[config.mk]
export PLATFORM = sky130hd
export DESIGN_NAME = acc_reduce
export DESIGN_NICKNAME = d
export VERILOG_FILES = /design/src/rtl/acc_pkg.sv /design/src/rtl/acc_reduce_sat_add.sv /design/src/rtl/acc_reduce.sv
export SDC_FILE = /design/constraint.sdc
export NUM_CORES = 1
export LEC_CHECK = 0
export ABC_AREA = 0
export BUFFER_PORTS_ARGS = -buffer_cell sky130_fd_sc_hd__buf_2
export CAP_MARGIN = 20
export CORE_MARGIN = 1.5
export CORE_UTILIZATION = 40
export DETAILED_ROUTE_END_ITERATION = 10
export GPL_ROUTABILITY_DRIVEN = 1
export PLACE_DENSITY = 0.61
export SYNTH_ARGS = -nofsm -noshare
export SYNTH_HDL_FRONTEND = slang
export SYNTH_SLANG_ARGS = --single-unit
[constraint.sdc]
create_clock -name CLK -period 6.35 [get_ports CLK]
set_input_delay 1.27 -clock CLK [delete_from_list [all_inputs] [get_ports CLK]]
set_output_delay 1.27 -clock CLK [all_outputs]
set_load 0.1 [all_outputs]
[src/rtl/acc_pkg.sv]
// acc_pkg -- shared definitions for the acc_reduce reduction stage.
//   state_e      : two-state group FSM (IDLE = empty group, ACCUM = partial group)
//   COUNT_MIN    : smallest legal group size; COUNT=0 is raised to this value
//   norm_count() : effective group size after normalisation
//   cnt_width()  : bit width of the in-group token counter
package acc_pkg;

    typedef enum logic {
        IDLE  = 1'b0,
        ACCUM = 1'b1
    } state_e;

    localparam int unsigned COUNT_MIN = 1;

    function automatic int unsigned norm_count(input int unsigned count);
        return (count < COUNT_MIN) ? COUNT_MIN : count;
    endfunction

    // Wide enough to hold 0..COUNT; never narrower than 1 bit.
    function automatic int unsigned cnt_width(input int unsigned count);
        return $clog2(norm_count(count) + 1);
    endfunction

endpackage

[src/rtl/acc_reduce_sat_add.sv]
// sat_add -- OW-wide unsigned adder used by acc_reduce for both the token
// and the flush path.
//   a_i   : accumulator operand
//   b_i   : zero-extended token operand (0 on bubble cycles)
//   sum_o : a_i + b_i, wrapping modulo 2^OW by default
//   ovf_o : carry out of the raw add (only with ACC_REDUCE_SAT_EN)
// Macro ACC_REDUCE_SAT_EN: when defined the sum clamps at 2^OW-1 and the
// overflow flag port exists; when undefined the sum wraps and there is no flag.
module sat_add #(
    parameter int unsigned OW = 18
) (
    input  logic [OW-1:0] a_i,
    input  logic [OW-1:0] b_i,
`ifdef ACC_REDUCE_SAT_EN
    output logic          ovf_o,
`endif
    output logic [OW-1:0] sum_o
);

`ifdef ACC_REDUCE_SAT_EN
    logic [OW:0] raw;

    always_comb begin
        raw   = {1'b0, a_i} + {1'b0, b_i};
        ovf_o = raw[OW];
        sum_o = raw[OW] ? '1 : raw[OW-1:0];
    end
`else
    always_comb begin
        sum_o = a_i + b_i;
    end
`endif

endmodule

[src/rtl/acc_reduce.sv]
// acc_reduce -- accumulates COUNT valid tokens into an OW-bit unsigned sum and
// emits one result token per group, with FLUSH to emit a partial group.
//   CLK     : clock, rising edge
//   RST     : synchronous active-low reset (independent of EN)
//   EN      : stage enable; 0 freezes every register including R_OUT
//   R_IN1   : input token valid
//   D_IN1   : input token data (N bits, unsigned)
//   FLUSH   : emit the partial group (sampled only when EN=1)
//   R_OUT   : one-cycle result-valid pulse (stretched while EN=0)
//   D_OUT   : result sum, holds between pulses
//   SAT_OUT : (ACC_REDUCE_SAT_EN only) 1 if any add in the emitted group clamped
// Macro ACC_REDUCE_SAT_EN selects the saturating accumulator and SAT_OUT port.
module acc_reduce
    import acc_pkg::*;
#(
    parameter int unsigned N     = 16,
    parameter int unsigned COUNT = 4,
    parameter int unsigned OW    = 18
) (
    input  logic          CLK,
    input  logic          RST,
    input  logic          EN,
    input  logic          R_IN1,
    input  logic [N-1:0]  D_IN1,
    input  logic          FLUSH,
    output logic          R_OUT,
`ifdef ACC_REDUCE_SAT_EN
    output logic          SAT_OUT,
`endif
    output logic [OW-1:0] D_OUT
);

    localparam int unsigned CNT_N = norm_count(COUNT);
    localparam int unsigned CW    = cnt_width(COUNT);
    localparam logic [CW-1:0] CNT_LAST = CW'(CNT_N - 1);

    state_e        state_q, state_d;
    logic [OW-1:0] acc_q, acc_d;
    logic [CW-1:0] cnt_q, cnt_d;
    logic          rout_q, rout_d;
    logic [OW-1:0] dout_q, dout_d;

    logic [OW-1:0] addend;
    logic [OW-1:0] sum_next;
    logic          emit;

    // Bubbles add zero, so sum_next equals acc on R_IN1=0 cycles.
    assign addend = R_IN1 ? OW'(D_IN1) : '0;

`ifdef ACC_REDUCE_SAT_EN
    logic add_ovf;
    logic grp_sat_q, grp_sat_d;
    logic sat_q, sat_d;

    sat_add #(.OW(OW)) u_add (
        .a_i   (acc_q),
        .b_i   (addend),
        .ovf_o (add_ovf),
        .sum_o (sum_next)
    );
`else
    sat_add #(.OW(OW)) u_add (
        .a_i   (acc_q),
        .b_i   (addend),
        .sum_o (sum_next)
    );
`endif

    always_comb begin
        state_d = state_q;
        acc_d   = acc_q;
        cnt_d   = cnt_q;
        rout_d  = rout_q;
        dout_d  = dout_q;
        emit    = 1'b0;
`ifdef ACC_REDUCE_SAT_EN
        grp_sat_d = grp_sat_q;
        sat_d     = sat_q;
`endif
        if (EN) begin
            rout_d = 1'b0;
            // FLUSH and the last token together collapse into one emit.
            if (FLUSH) begin
                emit = (state_q == ACCUM) || R_IN1;
            end else begin
                emit = R_IN1 && (cnt_q == CNT_LAST);
            end

            if (emit) begin
                dout_d  = sum_next;
                rout_d  = 1'b1;
                acc_d   = '0;
                cnt_d   = '0;
                state_d = IDLE;
`ifdef ACC_REDUCE_SAT_EN
                sat_d     = grp_sat_q | add_ovf;
                grp_sat_d = 1'b0;
`endif
            end else if (R_IN1) begin
                acc_d   = sum_next;
                cnt_d   = cnt_q + CW'(1);
                state_d = ACCUM;
`ifdef ACC_REDUCE_SAT_EN
                grp_sat_d = grp_sat_q | add_ovf;
`endif
            end
        end
    end

    always_ff @(posedge CLK) begin
        if (!RST) begin
            state_q <= IDLE;
            acc_q   <= '0;
            cnt_q   <= '0;
            rout_q  <= 1'b0;
            dout_q  <= '0;
`ifdef ACC_REDUCE_SAT_EN
            grp_sat_q <= 1'b0;
            sat_q     <= 1'b0;
`endif
        end else begin
            state_q <= state_d;
            acc_q   <= acc_d;
            cnt_q   <= cnt_d;
            rout_q  <= rout_d;
            dout_q  <= dout_d;
`ifdef ACC_REDUCE_SAT_EN
            grp_sat_q <= grp_sat_d;
            sat_q     <= sat_d;
`endif
        end
    end

    assign R_OUT = rout_q;
    assign D_OUT = dout_q;
`ifdef ACC_REDUCE_SAT_EN
    assign SAT_OUT = sat_q;
`endif

endmodule

After elaboration in Yosys (flattened, before gate mapping)
Index checks and enable logic that the tools add are counted.
Cells by class
  magnitude comparators: 0
  reductions and logical operators: 5
  shifts and indexed selects: 0
  equality and inequality tests: 1
  add/sub/neg operators: 2
  bitwise gates (word level): 0
  multiply operators: 0
  mux-type cells: 10
  divide/modulo/power cells: 0
Operator list (number)
  18-bit two-way mux: 2
  18-bit by 16-bit adder with 18-bit output: 1
  16-bit two-way mux: 1
  3-bit two-way mux: 2
  1-bit two-way mux: 5
  2-bit AND reduction: 2
  3-bit by 1-bit adder with 3-bit output (second input constant): 1
  3-bit by 2-bit == test with 1-bit output (second input constant): 1
  2-bit nonzero test: 1
  1-bit logical AND: 1
  1-bit logical OR: 1
Word-level totals
  bits in writable memories: 0
  word-level logic and storage cells: 23
  memory bits (read-only): 0
  output and inout bits: 19
  bits in registers: 41
  bits in latches: 0
  memories: 0

Depth between registers and ports, before layout
  depth after elaboration: 6
  depth in mapped cells: 11
  mapped depth without buffers: 10

Modules after synthesis
A second synthesis with hierarchy kept.
Second synthesis, totals
  cell total of the unflattened synthesis: 289
  area total of the unflattened synthesis: 2582.5 µm²
Modules (own cells, without submodules)
  acc_reduce: area an instance 1664.1 µm², cells each 160, times used 1
  sat_add: area an instance 918.4 µm², cells each 129, times used 1

Least setup slack after synthesis
Ideal clock, no wire load.
  path kind: in2reg
  start: in R_IN1
  end: reg dout_q[10], in the netlist D_OUT[10]
  data required time: 6.271 ns
  buffers on the path: 1
  slack: 2.850 ns
  data arrival time: 3.421 ns
  library setup time: 0.079 ns
  stages: 11
  cells stage by stage: clkbuf_1 -> and2_1 -> ha_1 -> inv_1 -> fa_1 -> nor2b_1 -> o2111ai_1 -> a21oi_1 -> o21bai_1 -> a2111o_1 -> o211ai_1
On the way
  cells in the longest elaborated chain, start to end: 4
  elaborated cells on any way between the ends: 7
  those cells by class: add/sub: 1; mux: 3; reduce/logical: 3
RTL lines
  start: declaration: RTL line acc_reduce.sv:23  | input logic R_IN1,
  parallel branches: the longest is 4 deep, another holds 18-bit by 16-bit adder with 18-bit output
  end signal: assignment: RTL line acc_reduce.sv:126  | dout_q <= dout_d;
  end: declaration: RTL line acc_reduce.sv:41  | logic [OW-1:0] dout_q, dout_d;
Parallel ways; which one is timed is not known. The select of a mux whose other input is x is not followed.
A chain may end at the register's enable or synchronous reset.

Worst setup path in the final report
Same ends and word-level chain as after synthesis.

==> impl_metrics.ini <==
[status]
status = finished, final reports clean

[synth]
syn_area_per_cell_um2 = 8.04
seq_area_frac_synth_pct = 31.1
yosys-mux-area-fraction_pct = 0.759
synth_compound_area_share_pct = 25.5
synth_top_area_share_pct = 31.1
synth.most_common_cell = nand2_1
yosys_warnings = 0
synthFlopType = dfxtp_1
synth-simple-area-share_pct = 23.7
ys_types = 52
synth_area_mm2 = 0.00264
ys_top_cells_by_area = dfxtp_1 31%, ha_1 8.5%, nand2_1 6.8%
synth_edf_count = 0
yosysTopAreaCell = dfxtp_1
syn_inst = 328
synth_top_family_by_area = compound AO/OA/AOI/OAI gates
ys_ff_latch = 41
synth_adder_area_share_pct = 9.30
synth_common_cells = 48 x nand2_1, 41 x dfxtp_1, 25 x a21oi_1
synth_xor_area_share_pct = 2.99
synth_nets = 368
ys_async_sr_fraction_pct = 0

[route]
via_per_inst = 5.54
firstDrtPassIters = 4
wire_per_inst_um = 14.9
wl_mm = 6.51
drtIter0Drc = 124
antenna_left = 0
vias = 2415
drc_errors = 0

[flow_run]
cap_violations = 0

[clock_network]
h-tree-depth = 2
cts_root_buf = clkbuf_8
post_cts_resized = 0
cts.sinks = 41
clock_latency_ns = 0.31
cts_tree = built
hold_buffers = 0
clk_pin_slew_ns = 0.09
cts_buffers = 5
postCtsSetupRepairBufs = 0
clock_path_buffers = 2

[placement]
port_buffers = 39
post-place-ws_ns = 2.52
dp_hpwl_mm = 4.66
place_congestion = 0.848

[pwr]
finalPower_mw = 0.593
peakVddDrop_uv = 144
p_leak_nw = 1.24
power_density_mw_per_mm2 = 201

[global_route]
grt_max_degree = 30
grt_overflow_total = 0
antenna_found_initial = 0
grt_pass1_vias = 2278
grt_first_pass_wirelength_mm = 11.0
grt_use_total_pct = 19.0

[sta]
skew_ns = 0.00946
setup_slack_ns = 2.82
grt_setup_unrepaired = false
post-route-period-util_pct = 55.6
fin_crit_ns = 3.53
setup-tns-final_ns = 0
final_hold_viol_count = 0
worstMarginPinSlew_ns = 0.966
timing.final.setup_violations = 0
max-slew-margin-rel_pct = 35.5
timing.fmax_ghz = 0.283
finalMaxSlewViolations = 0
hold_slack_ns = 0.453

[cells_and_area]
nets = 398
antennaDiodeCount = 0
utilization_pct = 46.4
drive_above_1_share_pct = 17.0
area_growth_pct = 11.7

[critical_path]
crit_path_max_fanout = 20
cp-end-kind = flop
cp-start-kind = primary input
critPathSlowestCell = a2111o_1
cp.required_ns = 6.59
crit_family = compound AO/OA/AOI/OAI gates
cp.buffers_inverters = 2
cp_cell_sequence = buf_2 -> and2_1 -> ha_1 -> inv_1 -> fa_1 -> nor2b_1 -> o2111ai_1 -> a21oi_1 -> o21bai_1 -> a2111o_1 -> o211ai_1
max_stage_delay_ns = 0.43
crit_type = in2reg
arrival_ns = 3.77

[die]
die_h_um = 84.2
rows = 29
start_util_pct = 41.5
chipWidth_um = 84.2
core-area_mm2 = 0.00635
fp.dieArea_mm2 = 0.00709
io_pins = 40

[hold_path]
hp-class = reg2reg
[sequential cells by signal (all words and copies together) (netlist names)]
register,flops
cnt_q,3
R_OUT,1
acc_q,18
D_OUT,18
state_q,1
[worst paths after layout]
| kind | start | endpoint | slack [ns] | cells past startpoint |
|---|---|---|---|---|
| max | R_IN1 | D_OUT[10] | 2.82 | 11 |
| min | acc_q[12] | acc_q[12] | 0.45 | 2 |
| max reg2reg | acc_q[0] | D_OUT[10] | 3.91 | 9 |
| min reg2reg | acc_q[12] | acc_q[12] | 0.45 | 2 |
[through the flow]
step / instances / instance area (um^2)
floorplan: 328 / 2640
global placement: 427 / 2820
detailed placement: 427 / 2820
CTS: 435 / 2940
global route: 436 / 2950
finish: 436 / 2950
[tightest hold or removal path, delay by kind of cell (launching register included)]
kind	cells	cell delay, ns
flops	1	0.32
simple gates	2	0.09
[kinds of logic (layout without fill, tap and decap cells)]
kind of cell / Yosys count / in the layout
AO/OA/AOI/OAI: 98 / 98
flip-flops: 41 / 41
adder cells (fa/ha/maj): 19 / 19
buffers and inverters: 32 / 63
XOR/XNOR: 9 / 9
multiplexers: 2 / 2
AND/OR/NAND/NOR: 127 / 127
[cells in the final DEF, fill, tap and decap left out, drive strengths merged, types with 8 or more instances in the layout]
master / instances
nand2: 48
buf: 42
dfxtp: 41
a21oi: 26
o21ai: 22
and2: 19
ha: 18
nor2: 17
nand3: 15
inv: 13
nand4: 8
[power by group]
part           leakage [nW]  internal, mW  switching [mW]
Sequential            0.332         0.263         0.00318
Clock                0.0574         0.128           0.100
Combinational         0.849        0.0288          0.0699
Total                  1.24         0.420           0.173
[cell type report]
class	instances	area, um^2
well taps	77	96.3
clock buffers	6	82.6
repair buffers	42	218
flip-flops and latches	41	821
inverters	13	48.8
multi-input cells	255	1640
fillers	664	3400
clock inverters	2	37.5
[layer usage]
layer / routed length, um / vias up / global-route usage [%]
met3: 246 / 6 / 4.62
met2: 3050 / 50 / 32.1
li1: - / 1238 / -
met5: 0 / - / 0
met1: 3180 / 1121 / 25.2
met4: 41 / 0 / 3.13
Note: power is estimated with default switching activity, not from simulation.
